==> src/rtl/oflow_reg_file_define.sv <==
// Address width and register map of the oflow configuration register file.
`ifndef OFLOW_REG_FILE_DEFINE_SV
`define OFLOW_REG_FILE_DEFINE_SV

`define ADDR_LEN       10
`define W_IOU_ADDR     10'h000
`define W_WIDTH_ADDR   10'h001
`define W_HEIGHT_ADDR  10'h002
`define W_COLOR1_ADDR  10'h003

`endif

==> src/rtl/oflow_apb_arb_pkg.sv <==
// Shared types and constants for the oflow register-file APB arbiter.
package oflow_apb_arb_pkg;

    typedef enum logic [1:0] {
        IDLE,
        SETUP,
        ACCESS,
        RDCAP
    } arb_state_t;

    localparam int NUM_REQ                = 2;
    localparam int DEFAULT_TIMEOUT_CYCLES = 16;

endpackage

==> src/rtl/oflow_reg_file_apb_arbiter_if.sv <==
// Requester handshakes and APB master signals of the register-file arbiter.
`include "oflow_reg_file_define.sv"

interface oflow_reg_file_apb_arbiter_if;

    logic                 req0_valid;
    logic                 req0_write;
    logic [`ADDR_LEN-1:0] req0_addr;
    logic [31:0]          req0_wdata;
    logic                 req0_done;
    logic [31:0]          req0_rdata;
    logic                 req0_err;

    logic                 req1_valid;
    logic                 req1_write;
    logic [`ADDR_LEN-1:0] req1_addr;
    logic [31:0]          req1_wdata;
    logic                 req1_done;
    logic [31:0]          req1_rdata;
    logic                 req1_err;

    logic                 apb_psel;
    logic                 apb_penable;
    logic                 apb_pwrite;
    logic [`ADDR_LEN-1:0] apb_addr;
    logic [31:0]          apb_pwdata;
    logic                 apb_pready;
    logic [31:0]          apb_prdata;

    // master: the arbiter; slave: requesters plus the register file
    modport master (
        input  req0_valid, req0_write, req0_addr, req0_wdata,
        output req0_done, req0_rdata, req0_err,
        input  req1_valid, req1_write, req1_addr, req1_wdata,
        output req1_done, req1_rdata, req1_err,
        output apb_psel, apb_penable, apb_pwrite, apb_addr, apb_pwdata,
        input  apb_pready, apb_prdata
    );

    modport slave (
        output req0_valid, req0_write, req0_addr, req0_wdata,
        input  req0_done, req0_rdata, req0_err,
        output req1_valid, req1_write, req1_addr, req1_wdata,
        input  req1_done, req1_rdata, req1_err,
        input  apb_psel, apb_penable, apb_pwrite, apb_addr, apb_pwdata,
        output apb_pready, apb_prdata
    );

endinterface

==> src/rtl/oflow_rr_arb2.sv <==
// Combinational two-way round-robin picker; the requester not granted last wins a tie.
module oflow_rr_arb2
    import oflow_apb_arb_pkg::*;
(
    input  logic [NUM_REQ-1:0] req,
    input  logic [NUM_REQ-1:0] mask,
    input  logic               last_grant,
    output logic [NUM_REQ-1:0] grant,
    output logic               any
);

    logic [NUM_REQ-1:0] elig;

    always_comb begin
        elig  = req & ~mask;
        grant = elig;
        if (elig == 2'b11) begin
            grant = last_grant ? 2'b01 : 2'b10;
        end
        any = |elig;
    end

endmodule

==> src/rtl/oflow_reg_file_apb_arbiter.sv <==
// Two-requester round-robin APB master for the oflow register file.
// Optional ACCESS-phase timeout enabled by defining OFLOW_APB_ARB_TIMEOUT_EN.
//   state  | meaning
//   IDLE   | no transfer; done pulses here; next winner picked
//   SETUP  | APB setup phase (psel=1, penable=0)
//   ACCESS | APB access phase, waiting for pready
//   RDCAP  | read accepted; capture the registered prdata
`include "oflow_reg_file_define.sv"

module oflow_reg_file_apb_arbiter
    import oflow_apb_arb_pkg::*;
#(
    parameter int TIMEOUT_CYCLES = DEFAULT_TIMEOUT_CYCLES
) (
    input  logic                         clk,
    input  logic                         reset,
    oflow_reg_file_apb_arbiter_if.master bus
);

    arb_state_t                state, state_nxt;
    logic [NUM_REQ-1:0]        req, grant, done_q;
    logic [NUM_REQ-1:0][31:0]  rdata_q;
    logic                      any_req, last_grant, win_q;
    logic                      psel_q, penable_q, pwrite_q;
    logic [`ADDR_LEN-1:0]      addr_q;
    logic [31:0]               pwdata_q;
    logic                      start, wr_done, rd_done, abort, timed_out;

    if (TIMEOUT_CYCLES < 2) begin : g_bad_timeout
        $error("TIMEOUT_CYCLES must be at least 2");
    end

    assign req = {bus.req1_valid, bus.req0_valid};

    // a requester finishing this cycle is still holding valid; keep it out
    oflow_rr_arb2 u_rr_arb2 (
        .req        (req),
        .mask       (done_q),
        .last_grant (last_grant),
        .grant      (grant),
        .any        (any_req)
    );

`ifdef OFLOW_APB_ARB_TIMEOUT_EN
    localparam int CNT_W = $clog2(TIMEOUT_CYCLES + 1);
    logic [CNT_W-1:0]   cnt;
    logic [NUM_REQ-1:0] err_q;

    assign timed_out = (cnt == CNT_W'(TIMEOUT_CYCLES));

    always_ff @(posedge clk or posedge reset) begin
        if (reset) begin
            cnt   <= '0;
            err_q <= '0;
        end else begin
            cnt   <= (state == ACCESS) ? cnt + 1'b1 : '0;
            err_q <= '0;
            if (abort) err_q[win_q] <= 1'b1;
        end
    end

    assign bus.req0_err = err_q[0];
    assign bus.req1_err = err_q[1];
`else
    assign timed_out    = 1'b0;
    assign bus.req0_err = 1'b0;
    assign bus.req1_err = 1'b0;
`endif

    always_comb begin
        state_nxt = state;
        start     = 1'b0;
        wr_done   = 1'b0;
        rd_done   = 1'b0;
        abort     = 1'b0;
        case (state)
            IDLE: begin
                if (any_req) begin
                    state_nxt = SETUP;
                    start     = 1'b1;
                end
            end
            SETUP: state_nxt = ACCESS;
            ACCESS: begin
                if (bus.apb_pready) begin
                    if (pwrite_q) begin
                        state_nxt = IDLE;
                        wr_done   = 1'b1;
                    end else begin
                        state_nxt = RDCAP;
                    end
                end else if (timed_out) begin
                    state_nxt = IDLE;
                    abort     = 1'b1;
                end
            end
            RDCAP: begin
                state_nxt = IDLE;
                rd_done   = 1'b1;
            end
            default: state_nxt = IDLE;
        endcase
    end

    always_ff @(posedge clk or posedge reset) begin
        if (reset) begin
            state      <= IDLE;
            psel_q     <= 1'b0;
            penable_q  <= 1'b0;
            pwrite_q   <= 1'b0;
            addr_q     <= '0;
            pwdata_q   <= '0;
            last_grant <= 1'b1;
            win_q      <= 1'b0;
            done_q     <= '0;
            rdata_q    <= '0;
        end else begin
            state     <= state_nxt;
            psel_q    <= (state_nxt == SETUP) || (state_nxt == ACCESS);
            penable_q <= (state_nxt == ACCESS);
            done_q    <= '0;
            if (start) begin
                // grant is one-hot here, so AND-OR acts as the request mux
                win_q      <= grant[1];
                last_grant <= grant[1];
                pwrite_q   <= (grant[0] & bus.req0_write) | (grant[1] & bus.req1_write);
                addr_q     <= ({`ADDR_LEN{grant[0]}} & bus.req0_addr)
                            | ({`ADDR_LEN{grant[1]}} & bus.req1_addr);
                pwdata_q   <= ({32{grant[0]}} & bus.req0_wdata)
                            | ({32{grant[1]}} & bus.req1_wdata);
            end
            if (wr_done || rd_done || abort) done_q[win_q] <= 1'b1;
            if (rd_done) rdata_q[win_q] <= bus.apb_prdata;
            if (abort)   rdata_q[win_q] <= '0;
        end
    end

    assign bus.apb_psel    = psel_q;
    assign bus.apb_penable = penable_q;
    assign bus.apb_pwrite  = pwrite_q;
    assign bus.apb_addr    = addr_q;
    assign bus.apb_pwdata  = pwdata_q;
    assign bus.req0_done   = done_q[0];
    assign bus.req1_done   = done_q[1];
    assign bus.req0_rdata  = rdata_q[0];
    assign bus.req1_rdata  = rdata_q[1];

endmodule

==> src/flat_wrapper.sv <==
// flat-port wrapper written by rule: the top's interface ports become plain ports
module oflow_reg_file_apb_arbiter_flat import oflow_apb_arb_pkg::*;
#(
    parameter int TIMEOUT_CYCLES = DEFAULT_TIMEOUT_CYCLES
)
  (clk, reset, bus_req0_valid, bus_req0_write, bus_req0_addr, bus_req0_wdata, bus_req0_done, bus_req0_rdata, bus_req0_err, bus_req1_valid, bus_req1_write, bus_req1_addr, bus_req1_wdata, bus_req1_done, bus_req1_rdata, bus_req1_err, bus_apb_psel, bus_apb_penable, bus_apb_pwrite, bus_apb_addr, bus_apb_pwdata, bus_apb_pready, bus_apb_prdata);
  oflow_reg_file_apb_arbiter_if bus_i ();
  input  logic clk;
  input  logic reset;
  input wire logic [$bits(bus_i.req0_valid)-1:0] bus_req0_valid;
  input wire logic [$bits(bus_i.req0_write)-1:0] bus_req0_write;
  input wire logic [$bits(bus_i.req0_addr)-1:0] bus_req0_addr;
  input wire logic [$bits(bus_i.req0_wdata)-1:0] bus_req0_wdata;
  output wire logic [$bits(bus_i.req0_done)-1:0] bus_req0_done;
  output wire logic [$bits(bus_i.req0_rdata)-1:0] bus_req0_rdata;
  output wire logic [$bits(bus_i.req0_err)-1:0] bus_req0_err;
  input wire logic [$bits(bus_i.req1_valid)-1:0] bus_req1_valid;
  input wire logic [$bits(bus_i.req1_write)-1:0] bus_req1_write;
  input wire logic [$bits(bus_i.req1_addr)-1:0] bus_req1_addr;
  input wire logic [$bits(bus_i.req1_wdata)-1:0] bus_req1_wdata;
  output wire logic [$bits(bus_i.req1_done)-1:0] bus_req1_done;
  output wire logic [$bits(bus_i.req1_rdata)-1:0] bus_req1_rdata;
  output wire logic [$bits(bus_i.req1_err)-1:0] bus_req1_err;
  output wire logic [$bits(bus_i.apb_psel)-1:0] bus_apb_psel;
  output wire logic [$bits(bus_i.apb_penable)-1:0] bus_apb_penable;
  output wire logic [$bits(bus_i.apb_pwrite)-1:0] bus_apb_pwrite;
  output wire logic [$bits(bus_i.apb_addr)-1:0] bus_apb_addr;
  output wire logic [$bits(bus_i.apb_pwdata)-1:0] bus_apb_pwdata;
  input wire logic [$bits(bus_i.apb_pready)-1:0] bus_apb_pready;
  input wire logic [$bits(bus_i.apb_prdata)-1:0] bus_apb_prdata;
  assign bus_i.req0_valid = bus_req0_valid;
  assign bus_i.req0_write = bus_req0_write;
  assign bus_i.req0_addr = bus_req0_addr;
  assign bus_i.req0_wdata = bus_req0_wdata;
  assign bus_req0_done = bus_i.req0_done;
  assign bus_req0_rdata = bus_i.req0_rdata;
  assign bus_req0_err = bus_i.req0_err;
  assign bus_i.req1_valid = bus_req1_valid;
  assign bus_i.req1_write = bus_req1_write;
  assign bus_i.req1_addr = bus_req1_addr;
  assign bus_i.req1_wdata = bus_req1_wdata;
  assign bus_req1_done = bus_i.req1_done;
  assign bus_req1_rdata = bus_i.req1_rdata;
  assign bus_req1_err = bus_i.req1_err;
  assign bus_apb_psel = bus_i.apb_psel;
  assign bus_apb_penable = bus_i.apb_penable;
  assign bus_apb_pwrite = bus_i.apb_pwrite;
  assign bus_apb_addr = bus_i.apb_addr;
  assign bus_apb_pwdata = bus_i.apb_pwdata;
  assign bus_i.apb_pready = bus_apb_pready;
  assign bus_i.apb_prdata = bus_apb_prdata;
  oflow_reg_file_apb_arbiter #(.TIMEOUT_CYCLES(TIMEOUT_CYCLES)) u_core (.clk(clk), .reset(reset), .bus(bus_i));
endmodule
==> config.mk <==
export PLATFORM = sky130hd
export DESIGN_NAME = oflow_reg_file_apb_arbiter_flat
export DESIGN_NICKNAME = d
export VERILOG_FILES = /design/src/rtl/oflow_apb_arb_pkg.sv /design/src/rtl/oflow_reg_file_apb_arbiter_if.sv /design/src/rtl/oflow_rr_arb2.sv /design/src/rtl/oflow_reg_file_apb_arbiter.sv /design/src/flat_wrapper.sv
export VERILOG_INCLUDE_DIRS = /design/src /design/src/rtl
export SDC_FILE = /design/constraint.sdc
export NUM_CORES = 1
export LEC_CHECK = 0
export ABC_CLOCK_PERIOD_IN_PS = 3800
export CAP_MARGIN = 20
export CORE_UTILIZATION = 36
export DETAILED_ROUTE_END_ITERATION = 8
export PLACE_DENSITY = 0.81
export SETUP_SLACK_MARGIN = 0.05
export SYNTH_ARGS = -nofsm -noshare
export SYNTH_HDL_FRONTEND = slang
export SYNTH_SLANG_ARGS = --single-unit
==> constraint.sdc <==
create_clock -name clk -period 3.8 [get_ports clk]
set_input_delay 0.57 -clock clk [delete_from_list [all_inputs] [get_ports clk]]
set_output_delay 0.57 -clock clk [all_outputs]
set_load 0.01 [all_outputs]
# Word-level counts from Yosys, hierarchy flattened
# Index checks and enable logic that the tools add are counted.
dict set report word_totals {
  register_bits 115
  word_cells 53
}
dict set report op_classes {
  magnitude_cmp 2
  n_eq_ne 6
  muxes 18
  bitwise_logic 11
  reduce_logical 5
}
# op count
set op_table {}
lappend op_table {{$and 32x32->32} 2}
lappend op_table {{$bwmux 64} 1}
lappend op_table {{$demux 32 s1} 1}
lappend op_table {{$mux 32} 1}
lappend op_table {{$or 32x32->32} 1}
lappend op_table {{$and 10x10->10} 2}
lappend op_table {{$mux 2} 6}
lappend op_table {{$or 10x10->10} 1}
lappend op_table {{$eq 2x2->1 const B} 4}
lappend op_table {{$pmux 2 s4} 1}
lappend op_table {{$mux 1} 7}
lappend op_table {{$eq 2x1->1 const B} 2}
lappend op_table {{$and 1x1->1} 2}
lappend op_table {{$and 2x2->2} 1}
lappend op_table {{$logic_not 2->1} 1}
lappend op_table {{$logic_or 1x1->1} 2}
lappend op_table {{$lt 1x2->1 const B} 1}
lappend op_table {{$not 2->2} 1}
lappend op_table {{$reduce_or 2->1} 1}
lappend op_table {{$demux 1 s1} 1}
lappend op_table {{$ge 1x1->1 const B} 1}
lappend op_table {{$logic_and 1x1->1} 1}
lappend op_table {{$or 1x1->1} 1}

# Depth between registers and ports, before layout
dict set report logic_depth {
  word_depth 7
  ltp_mapped 8
}

# Modules after synthesis
# Synthesis repeated with hierarchy kept, for this count alone.
dict set report hier_totals {
  cells_unflattened 314
  area_unflattened_um2 5013.6
}
# mod n_inst cells_per_inst area_per_inst_um2 seq_area_each_um2
set by_module_without_submodules {}
lappend by_module_without_submodules {oflow_reg_file_apb_arbiter 1 309 4967.3 2879.0}
lappend by_module_without_submodules {oflow_rr_arb2 1 5 46.3 0.0}

# Least setup slack after synthesis
# No wires, ideal clock.
dict set report synth_path {
  kind {input to register}
  from {in bus_req1_valid}
  to {reg u_core.psel_q, in the netlist u_core.bus.apb_psel}
  arrival_time_ns 1.600
  required_ns 3.737
  path_slack_ns 2.137
  path_stages 7
  path_cell_list {nor2b_1 o21ai_1 buf_2 buf_2 and2_1 ha_1 inv_1}
}
dict set report synth_between {
  elab_chain_cells 6
}
# element line
set synth_rtl {}
lappend synth_rtl {{from (decl)} flat_wrapper.sv:17} ;# input wire logic [$bits(bus_i.req1_valid)-1:0] bus_req1_valid;
lappend synth_rtl {{$and 2x2->2 *} oflow_rr_arb2.sv:15} ;# elig = req & ~mask;
lappend synth_rtl {{$reduce_or 2->1 *} oflow_rr_arb2.sv:20} ;# any = |elig;
lappend synth_rtl {{$mux 2 *} oflow_reg_file_apb_arbiter.sv:78} ;# if (any_req) begin
lappend synth_rtl {{$pmux 2 s4 *} oflow_reg_file_apb_arbiter.sv:76} ;# case (state)
lappend synth_rtl {{$eq 2x1->1 or $eq 2x2->1 (tied branches)} oflow_reg_file_apb_arbiter.sv:119} ;# psel_q <= (state_nxt == SETUP) || (state_nxt == ACCESS);
lappend synth_rtl {{$logic_or 1x1->1 *} oflow_reg_file_apb_arbiter.sv:119}
lappend synth_rtl {{to (signal assigned)} oflow_reg_file_apb_arbiter.sv:119}
lappend synth_rtl {{to (decl)} oflow_reg_file_apb_arbiter.sv:24} ;# logic psel_q, penable_q, pwrite_q;
# Every way passes the cells marked *; elsewhere a longest branch is shown, timed or not.
# A chain may end at the register's enable or synchronous reset.

# Final worst setup path
dict set report layout_path {
  from {reg u_core.state[1]}
  to {reg u_core.rdata_q, in the netlist u_core.bus.req1_rdata[11]}
}
dict set report layout_between {
  elab_chain_cells 2
}
# element line
set layout_rtl {}
lappend layout_rtl {{from (decl)} oflow_reg_file_apb_arbiter.sv:20} ;# arb_state_t state, state_nxt;
lappend layout_rtl {{from (signal assigned)} oflow_reg_file_apb_arbiter.sv:118} ;# state <= state_nxt;
lappend layout_rtl {{$eq 2x2->1} oflow_reg_file_apb_arbiter.sv:76}
lappend layout_rtl {{$mux 1} oflow_reg_file_apb_arbiter.sv:76}
lappend layout_rtl {{to (signal, indexed assignment)} oflow_reg_file_apb_arbiter.sv:133} ;# if (rd_done) rdata_q[win_q] <= bus.apb_prdata;
lappend layout_rtl {{to (decl)} oflow_reg_file_apb_arbiter.sv:22} ;# logic [NUM_REQ-1:0][31:0] rdata_q;
# Every way passes these cells.

==> summary.log <==
qor: run_status.outcome completed
qor: drt.wl_per_cell 16.6 µm
qor: global_routing.top_usage_layer met2
qor: place.finalWeightedCongestion 0.734
qor: worst_setup_path.crit_fanout 32
qor: finish.layout.nets 673
qor: drt.final_antenna_net_count 0
qor: place.placement.setup.worst_slack 1.41 ns
qor: power.worst_ir_drop_vdd 0.369 mV
qor: place.io_buffer_count 233
qor: power.switching_share 0.297
qor: power.power_per_cell_area 866 mW/mm²
qor: timing.finClkSkew 0.00581 ns
qor: timing.setup_repair_after_global_routing_missed_its_margin false
qor: floorplan.dieHeight 115 µm
qor: cts.htree_num_levels 4
qor: global_routing.grt.overflow.total 0
qor: cts.numClockSinks 115
qor: drt.detailed_route_vias_per_instance 4.91
qor: worst_setup_path.worst-setup-path-type flop to flop
qor: power.power.internal 4.69 mW
qor: floorplan.floorplan_core_area 0.0126 mm²
qor: worst_setup_path.crit_path_end_kind flop
qor: place.placed_cells 702
qor: global_routing.grt_usage 0.189
qor: cts.cts_hold_buf 0
qor: global_routing.met3_track_demand_over_resource_in_global_routing 0.0732
qor: flow_run.max_cap_viol_count 0
qor: worst_setup_path.critical_path.cell_chain nand3_2, mux2_1
qor: cts.root_buffer sky130_fd_sc_hd__clkbuf_16
qor: worst_setup_path.critPathRequiredTime 4.07 ns
qor: synth.synth_warnings 0
qor: power.power_switching 1.98 mW
qor: timing.post-route-period-util 0.534
qor: cts.clk_latency 0.40 ns
qor: power.static_leakage 3.36 nW
qor: cts.cts_inserted_buffers 17
qor: timing.post-route-min-period 2.03 ns
qor: cts.cts_tree built
qor: finish.layout-drive-gt1-share 0.184
qor: synth.synth_cells 316
qor: synth.post_synth_instance_area 0.00463 mm²
qor: cts.clk_pin_slew 0.05 ns
qor: worst_setup_path.cpMaxStageDelayCell sky130_fd_sc_hd__nand3_2
qor: drt.route.final.wire_length 12,200 µm
qor: floorplan.rows 41
qor: timing.max_slew_headroom_at_the_worst_pin 0.405
qor: timing.setup_ws 1.77 ns
qor: global_routing.antenna_found_initial 0
qor: place.place.detailed.hpwl 8810 µm
qor: worst_setup_path.crit_buf_inv 0
qor: worst_hold_path.timing.hold.worst.class flop to flop
qor: worst_setup_path.critical_path.max_stage_delay 0.76 ns
qor: power.clockPowerShare 0.238
qor: finish.layoutNonFillerInstCount 733
qor: floorplan.initial_core_util 0.369
qor: drt.first_iter_violations 149
qor: worst_setup_path.crit_family simple AND/OR/NAND/NOR gates
qor: global_routing.gr-usage-met2 0.336
qor: floorplan.io_pins 236
qor: worst_setup_path.r2r-start u_core.state[1]
qor: floorplan.fp.dieArea 0.0133 mm²
qor: timing.timing_hold_violations_final 0
qor: power.share_comb_of_total_power 0.430
qor: finish.syn_to_final_growth 66.2%
qor: drt.drc 0
qor: worst_setup_path.critPathArrivalTime 2.30 ns
qor: synth.avgSynthCellArea 14.7 µm²
qor: global_routing.gr-usage-met1 0.200
qor: power.p_seq_frac 0.333
qor: worst_hold_path.holdCritStartpoint u_core.bus.req1_rdata[10]
qor: synth.synth-seq-area-share 0.621
qor: global_routing.grt_max_degree 67
qor: worst_setup_path.cp-start-kind flop
qor: synth.synth.distinct_cells 26
qor: timing.report.final.slew_viol_count 0
qor: timing.fmax 493 MHz
qor: drt.vias 3,598
qor: finish.n_antenna_cell 0
qor: global_routing.vias_in_the_first_global_route 3,791
qor: synth.ys_seq_elements 115
qor: worst_setup_path.setup.worst_path.start u_core.state[1]
qor: global_routing.global_route_wire_length_before_repair 18,900 µm
qor: cts.post_cts_resized 0
qor: cts.post_cts_buffers 0
qor: timing.worstMarginPinSlew 0.892 ns
qor: drt.drtPass1Iterations 4
qor: timing.setup-tns-final 0 ns
qor: timing.endpoints_failing_setup 0
qor: floorplan.fp.dieW 115 µm
qor: cts.clock_buffer_depth 2
## kinds of logic (layout without fill, tap and decap cells)
| family | after synthesis | in the layout | synth area share |
|---|---|---|---|
| AOI/OAI and AO/OA | 48 | 48 | 0.101 |
| and+or+nand+nor | 56 | 56 | 0.0788 |
| other | 1 | 2 | 0.000809 |
| adders and majority gates | 1 | 1 | 0.00270 |
| buffers and inverters | 30 | 274 | 0.0375 |
| muxes | 65 | 65 | 0.158 |
| DFF | 115 | 115 | 0.621 |
## routing by layer
metal  part of all wire  wire length (µm)
met2               0.52              6270
met5                  0                 0
met4              0.017               210
met3              0.090              1090
met1               0.38              4590
## final cells by class
cell class | count | area (µm²)
fillers | 1000 | 4870
repair buffers | 240 | 2380
multi-input cells | 172 | 1600
flip-flops and latches | 115 | 2880
well taps | 172 | 215
inverters | 3 | 13.8
clock buffers | 23 | 508
clock inverters | 8 | 98.8
## synthesized netlist by cell type
library cell                  n  area, µm²
sky130_fd_sc_hd__nor3b_1      1       7.51
sky130_fd_sc_hd__and2_1       1       6.26
sky130_fd_sc_hd__mux2_1       5       56.3
sky130_fd_sc_hd__nor2_1       2       7.51
sky130_fd_sc_hd__nand3b_1     2       15.0
sky130_fd_sc_hd__nand2_1      2       7.51
sky130_fd_sc_hd__nand3_1      1       5.00
sky130_fd_sc_hd__o21ai_1      1       5.00
sky130_fd_sc_hd__nor2b_1      2       12.5
sky130_fd_sc_hd__o311a_1      1       10.0
sky130_fd_sc_hd__a221o_1     43        430
sky130_fd_sc_hd__buf_2       13       65.1
sky130_fd_sc_hd__inv_1        3       11.3
sky130_fd_sc_hd__dfrtp_1    114       2850
sky130_fd_sc_hd__nor4b_4      1       23.8
sky130_fd_sc_hd__nand4bb_1    1       11.3
sky130_fd_sc_hd__conb_1       1       3.75
sky130_fd_sc_hd__and3_1      43        269
sky130_fd_sc_hd__ha_1         1       12.5
sky130_fd_sc_hd__a21oi_1      1       5.00
sky130_fd_sc_hd__a22o_1       2       17.5
sky130_fd_sc_hd__clkbuf_1     7       26.3
sky130_fd_sc_hd__dfstp_2      1       26.3
sky130_fd_sc_hd__mux2_2      60        676
sky130_fd_sc_hd__buf_4        2       15.0
sky130_fd_sc_hd__buf_6        5       56.3
## per-stage QoR
| step | cell area [µm²] | utilization | hold slack, ns | total power, mW |
|---|---|---|---|---|
| final | 7700 | 0.613 | 0.490 | 6.67 |
| after global routing | 7700 | 0.613 | 0.503 | 7.06 |
| after CTS | 7700 | 0.613 | 0.493 | 6.75 |
| after detailed placement | 7090 | 0.564 | 0.481 | 5.13 |
| after global placement | 7090 | 0.564 | 0.472 | 5.04 |
| after floorplan | 4640 | - | 0.465 | 3.56 |
## final timing paths
kind | end | slack, ns | cells past startpoint
worst min register to register | u_core.bus.req1_rdata[10] | 0.49 | 1
worst min-delay path | u_core.bus.req1_rdata[10] | 0.49 | 1
min in group asynchronous | u_core.bus.req0_rdata[17] | 0.69 | 2
worst max register to register | u_core.bus.req1_rdata[11] | 1.77 | 2
max in group asynchronous | u_core.bus.req0_rdata[6] | 2.25 | 3
worst max-delay path | u_core.bus.req1_rdata[11] | 1.77 | 2
## power groups by stage
stage	clock, mW	combinational [mW]	sequential, mW
after floorplan	0	1.11	2.45
after global placement	0	2.83	2.21
after detailed placement	0	2.91	2.23
after CTS	1.62	2.90	2.23
after global routing	1.68	3.08	2.30
final	1.58	2.86	2.22
## layout by cell type, fill, tap and decap left out, types with 2 or more instances in the layout
cell type / count
sky130_fd_sc_hd__nand3b_1: 2
sky130_fd_sc_hd__and3_1: 43
sky130_fd_sc_hd__clkbuf_8: 6
sky130_fd_sc_hd__mux2_1: 5
sky130_fd_sc_hd__clkbuf_16: 17
sky130_fd_sc_hd__conb_1: 2
sky130_fd_sc_hd__clkinvlp_4: 2
sky130_fd_sc_hd__dfrtp_1: 114
sky130_fd_sc_hd__inv_1: 2
sky130_fd_sc_hd__bufinv_16: 2
sky130_fd_sc_hd__mux2_2: 60
sky130_fd_sc_hd__buf_4: 7
sky130_fd_sc_hd__nor2_1: 2
sky130_fd_sc_hd__clkinv_2: 3
sky130_fd_sc_hd__nor2b_1: 2
sky130_fd_sc_hd__nand2_1: 2
sky130_fd_sc_hd__a22o_1: 2
sky130_fd_sc_hd__clkdlybuf4s50_1: 233
sky130_fd_sc_hd__a221o_1: 43
## sequential cells by signal (all words and copies together), names as in the netlist
name,flops
u_core.state,2
u_core.bus.apb_pwrite,1
u_core.last_grant,1
u_core.bus.req0_rdata,32
u_core.bus.req1_rdata,32
u_core.bus.apb_addr,10
u_core.win_q,1
u_core.bus.apb_pwdata,32
u_core.bus.apb_psel,1
u_core.done_q,2
u_core.bus.apb_penable,1
(Power assumes the default switching activity.)
